`src/rtl/intc_pkg.sv`:
```
// intc_pkg: shared state encoding, register map and STAT layout for int_req_ctrl
package intc_pkg;
   typedef enum logic [1:0] {IDLE = 2'd0, REQ = 2'd1, SERVICE = 2'd2} state_t;
   localparam logic [1:0] REG_PEND = 2'd0;
   localparam logic [1:0] REG_MASK = 2'd1;
   localparam logic [1:0] REG_STAT = 2'd2;
   localparam logic [1:0] REG_EOI  = 2'd3;
   localparam int STAT_TERR  = 31;
   localparam int STAT_STATE = 16;
   localparam int STAT_ID    = 8;
   function automatic logic [31:0] pack_stat(input logic terr, input logic [1:0] st,
                                             input logic [2:0] id, input logic [7:0] ovr);
      logic [31:0] r;
      r = '0;
      r[STAT_TERR] = terr;
      r[STAT_STATE +: 2] = st;
      r[STAT_ID +: 3] = id;
      r[7:0] = ovr;
      return r;
   endfunction
endpackage

```
`src/rtl/prio_enc.sv`:
```
// prio_enc: lowest-index-first priority encoder producing {valid, index}
module prio_enc #(
   parameter int N = 4
) (
   input  logic [N-1:0] req,
   output logic         valid,
   output logic [2:0]   index
);
   always_comb begin
      valid = |req;
      index = '0;
      for (int i = N - 1; i >= 0; i--)
         if (req[i]) index = 3'(i);
   end
endmodule

```
`src/rtl/int_req_ctrl.sv`:
```
// int_req_ctrl: fixed-priority interrupt requester driving the done/int_ack handshake
module int_req_ctrl
   import intc_pkg::*;
#(
   parameter int N_SRC       = 4,
   parameter int TIMEOUT_CYC = 255
) (
   input  logic             clk,
   input  logic             reset,
   input  logic [N_SRC-1:0] src_evt,
   input  logic             int_ack,
   output logic [N_SRC-1:0] done,
   output logic [2:0]       irq_id,
   input  logic             we,
   input  logic [1:0]       addr,
   input  logic [31:0]      wd,
   output logic [31:0]      rd
);
   state_t           state;
   logic [N_SRC-1:0] pending, mask, eligible, clr, cur_bit;
   logic [7:0]       overrun, timer;
   logic             timeout_err, win_valid, ack, wr_pend, wr_mask, wr_stat, wr_eoi;
   logic [2:0]       win_idx;
   logic             unused_wd;
   assign unused_wd = ^wd[30:8];
   always_comb begin
      wr_pend  = we && addr == REG_PEND;
      wr_mask  = we && addr == REG_MASK;
      wr_stat  = we && addr == REG_STAT;
      wr_eoi   = we && addr == REG_EOI;
      ack      = state == REQ && int_ack;
      cur_bit  = N_SRC'(1) << irq_id;
      eligible = pending & mask;
      clr      = (wr_pend ? wd[N_SRC-1:0] : '0) | (ack ? cur_bit : '0);
      rd       = addr == REG_PEND ? 32'(pending) :
                 addr == REG_MASK ? 32'(mask) :
                 addr == REG_STAT ? pack_stat(timeout_err, state, irq_id, overrun) : '0;
   end
   prio_enc #(.N(N_SRC)) u_prio (
      .req  (eligible),
      .valid(win_valid),
      .index(win_idx)
   );
   // Set terms are applied after clears so a coincident event is never lost.
   always_ff @(posedge clk) begin
      if (reset) begin
         state       <= IDLE;
         pending     <= '0;
         mask        <= '0;
         overrun     <= '0;
         timeout_err <= 1'b0;
         timer       <= '0;
         done        <= '0;
         irq_id      <= '0;
      end else begin
         pending <= (pending & ~clr) | src_evt;
         overrun <= (overrun & ~(wr_stat ? wd[7:0] : 8'h0)) | 8'(src_evt & pending);
         if (wr_mask) mask <= wd[N_SRC-1:0];
         if (wr_stat && wd[STAT_TERR]) timeout_err <= 1'b0;
         case (state)
            IDLE:
               if (win_valid) begin
                  irq_id <= win_idx;
                  done   <= N_SRC'(1) << win_idx;
                  timer  <= '0;
                  state  <= REQ;
               end
            REQ:
               if (int_ack) begin
                  done  <= '0;
                  state <= SERVICE;
               end else if (timer == 8'(TIMEOUT_CYC)) begin
                  timeout_err <= 1'b1;
                  done        <= '0;
                  state       <= IDLE;
               end else if (timer != 8'hFF) begin
                  timer <= timer + 8'd1;
               end
            SERVICE:
               if (wr_eoi) state <= IDLE;
            default: begin
               done  <= '0;
               state <= IDLE;
            end
         endcase
      end
   end
endmodule

```
`config.mk`:
```
export PLATFORM = sky130hd
export DESIGN_NAME = int_req_ctrl
export DESIGN_NICKNAME = d
export VERILOG_FILES = /design/src/rtl/intc_pkg.sv /design/src/rtl/prio_enc.sv /design/src/rtl/int_req_ctrl.sv
export SDC_FILE = /design/constraint.sdc
export NUM_CORES = 1
export LEC_CHECK = 0
export ABC_AREA = 1
export CAP_MARGIN = 20
export CORE_AREA = 2 2 73 75
export DETAILED_ROUTE_END_ITERATION = 8
export DIE_AREA = 0 0 75 77
export PLACE_DENSITY = 0.75
export SYNTH_ARGS = -nofsm -noshare
export SYNTH_HDL_FRONTEND = slang
export SYNTH_SLANG_ARGS = --single-unit
```
`constraint.sdc`:
```
create_clock -name clk -period 1.3 [get_ports clk]
set_input_delay 0.195 -clock clk [delete_from_list [all_inputs] [get_ports clk]]
set_output_delay 0.195 -clock clk [all_outputs]
set_load 0.03 [all_outputs]
```
==> run metrics <==
final net count=395; drt pass-1 iters=5; DRC Markers=0; synth top area cells=dfxtp_1 (36%), nand2_1 (16%), buf_4 (8.2%); final hold vios=0; H-tree levels=2; Wirelength per Cell=around 11 um; Slew Viols, Final=0; CP Data Required Time=1480 ps; Netlist cell types=24; worst hold slack=roughly 270 ps; period utilization=1.04; post-synthesis cell count=279; Static Leakage=1.26 nW; share of layout cells above drive strength 1=0.326; CTS Hold Bufs=0; Synth Cell Area=0.00183 mm^2; Crit path largest cell delay=360 ps; setup slack, reg-to-reg=-50 ps; Yosys Warn Count=0; # rows=26; Cell Pwr Density=roughly 930 mW/mm^2; buffers added on ports=37; sequential area share after synthesis=0.362; Clock Pin Slew Worst Setup and Hold Paths=70 ps; Antenna Cells=0; Sink Count=33; global-route wire length before repair=8000 um; Detailed Route WL=4610 um; Max FO, Critical Path=6; path type of the worst setup path=reg2reg; CP Depth=9; synthesis-to-finish area growth=49.8%; GRT Util Overall=0.174; Final GP Congestion=around 0.83; die span in y=roughly 77 um; Post-synth EDFFs=0; vias in the first global route=1808; reg2reg end=timer[5]; largest area contributor in the netlist=dfxtp_1; count leader, synth=nand2_1; dpl cell area=0.00241 mm^2; CP top delay family=simple AND/OR/NAND/NOR gates; crit path time final=1350 ps; clk_skew=5.76 ps; register bit total from synthesis=33; CP dominant cell by count=nand2_4; setup TNS=-238 ps; drt initial violations=81; post-DP HPWL=between 3000 and 4000 um; Setup crit start kind=flip-flop; CTS tree=built; # setup viols final=7; Final ANT Viol Nets=0; I/O Pins=81; FF-to-FF path depth=9; Synth async-reset ratio=0; initial antenna violation count=0; Via density=4.52; fill count=478; most frequent cells after synthesis=nand2_1 (78), dfxtp_1 (33), inv_1 (31); design area=0.00274 mm^2; final setup margin=-50.7 ps; Die Width=about 75 um; Max Fclk=roughly 0.74 GHz; Die ar.=approximately 0.0058 mm^2; CP endpoint=timer[5]; largest net degree at the start of global routing=23; post-synth top area share=0.362; CTS Buf Count=5; Synth Flop Type=dfxtp_1; CP max stage cell=dfxtp_2; Worst VDD drop=530 uV; CP Capture Type=flip-flop; GRT overflow=0; worst-skew pair later-pin latency=280 ps; Avg Cell Area, Syn=6.54 um^2; Buf/Inv on CP=1; Hold Startpoint=addr[0]; pre-CTS setup slack=-330 ps; CTS Buffer Depth=2; Core Region=0.00498 mm^2; RSZ-0062 raised after global routing=yes; Critical Path Start=timer[0]; status=finished, violations left; max-cap violation count=0; vias=1912; critical path data arrival time=1530 ps; crit path cell chain=ha_4 > nand2_4 > nor2_4 > nand2_2 > nand2_4 > nand2_8 > buf_6 > a21oi_2 > nor2_1; Clock Tree Root=clkbuf_8; failing checks=negative setup slack; starting density of the core=0.367; Crit Reg-Reg Startpoint=timer[0]; Hold/Removal Path Class=in2reg
-- worst reg2reg max path: stages (launching register included) --
cell,delay (ps)
dfxtp_2,360
ha_4,150
nand2_4,60
nor2_4,100
nand2_2,70
nand2_4,140
nand2_8,80
buf_6,120
a21oi_2,120
nor2_1,50
-- placed cells by master (no fill, tap or decap), drive strengths merged --
master / synthesis / routed
dlygate4sd2: 0 / 6
xor2: 1 / 1
dfxtp: 33 / 33
nor3: 3 / 3
ha: 1 / 1
clkbuf: 3 / 9
nand3: 29 / 29
clkinv: 3 / 2
o21ai: 4 / 4
inv: 35 / 35
a31oi: 3 / 3
clkinvlp: 0 / 1
nor2: 31 / 31
bufinv: 0 / 1
a21oi: 25 / 25
nand2: 84 / 85
conb: 1 / 20
clkdlybuf4s50: 0 / 16
a31o: 1 / 1
buf: 22 / 47
-- cell families after synthesis --
logic type | synth area share
AND/OR/NAND/NOR | 0.354
adder cells (fa/ha/maj) | 0.00685
AO/OA/AOI/OAI | 0.0946
XOR/XNOR | 0.00480
flip-flops | 0.362
other | 0.00205
buffers and inverters | 0.175
-- routing by layer --
layer / share of wire / global-route usage / vias up
met2: 0.50 / 0.287 / 66
met4: 0.0096 / 0.0411 / 0
li1: - / - / 979
met3: 0.058 / 0.0394 / 6
met1: 0.43 / 0.226 / 861
met5: 0 / 0 / -
-- flip-flops by register name, summed over array words and instances (netlist names) --
name and count:
done 4, irq_id 2, mask 4, overrun 8, pending 4, state 2
timeout_err 1, timer 8
-- worst min-delay path by stage --
stage               slack [ps]         end  cells after the start
floorplan                  310  pending[0]                      2
global placement           440  overrun[4]                      2
detailed placement         450  overrun[6]                      2
CTS                        420    state[1]                      3
global route               280    state[1]                      3
finish                     270    state[1]                      3
-- metrics by stage --
| step | total power, mW | std cells | utilization |
|---|---|---|---|
| after floorplan | 1.39 | 298 | - |
| after global placement | 1.52 | 410 | 0.484 |
| after detailed placement | 1.52 | 410 | 0.484 |
| after CTS | 2.55 | 422 | 0.530 |
| after global routing | 2.68 | 423 | 0.550 |
| final | 2.54 | 423 | 0.550 |
-- power by group --
part	total (mW)	switching, mW	internal, mW
sequential	1.07	0.0233	1.05
clock	0.991	0.367	0.625
combinational	0.481	0.294	0.187
total	2.54	0.684	1.86
-- area by class of cell --
cell class                      instances  area (um^2)  area share
Inverter                               38          148      0.0540
Clock buffer                            7         86.3      0.0316
Multi-Input combinational cell        203         1070       0.392
Clock inverter                          1         30.0      0.0110
Timing Repair Buffer                   71          637       0.233
Tap cell                               70         87.6      0.0320
Sequential cell                        33          674       0.247
-- timing repair --
| item | 4_1_cts | 5_1_grt |
|---|---|---|
| gates cloned | 1 | 0 |
| buffers inserted | 3 | 1 |
| pin swaps | 10 | 4 |
| hold endpoints to repair | 0 | 0 |
| resized for setup | 29 | 38 |
| endpoints found under the setup margin | 29 | 30 |
(Power assumes the default switching activity.)
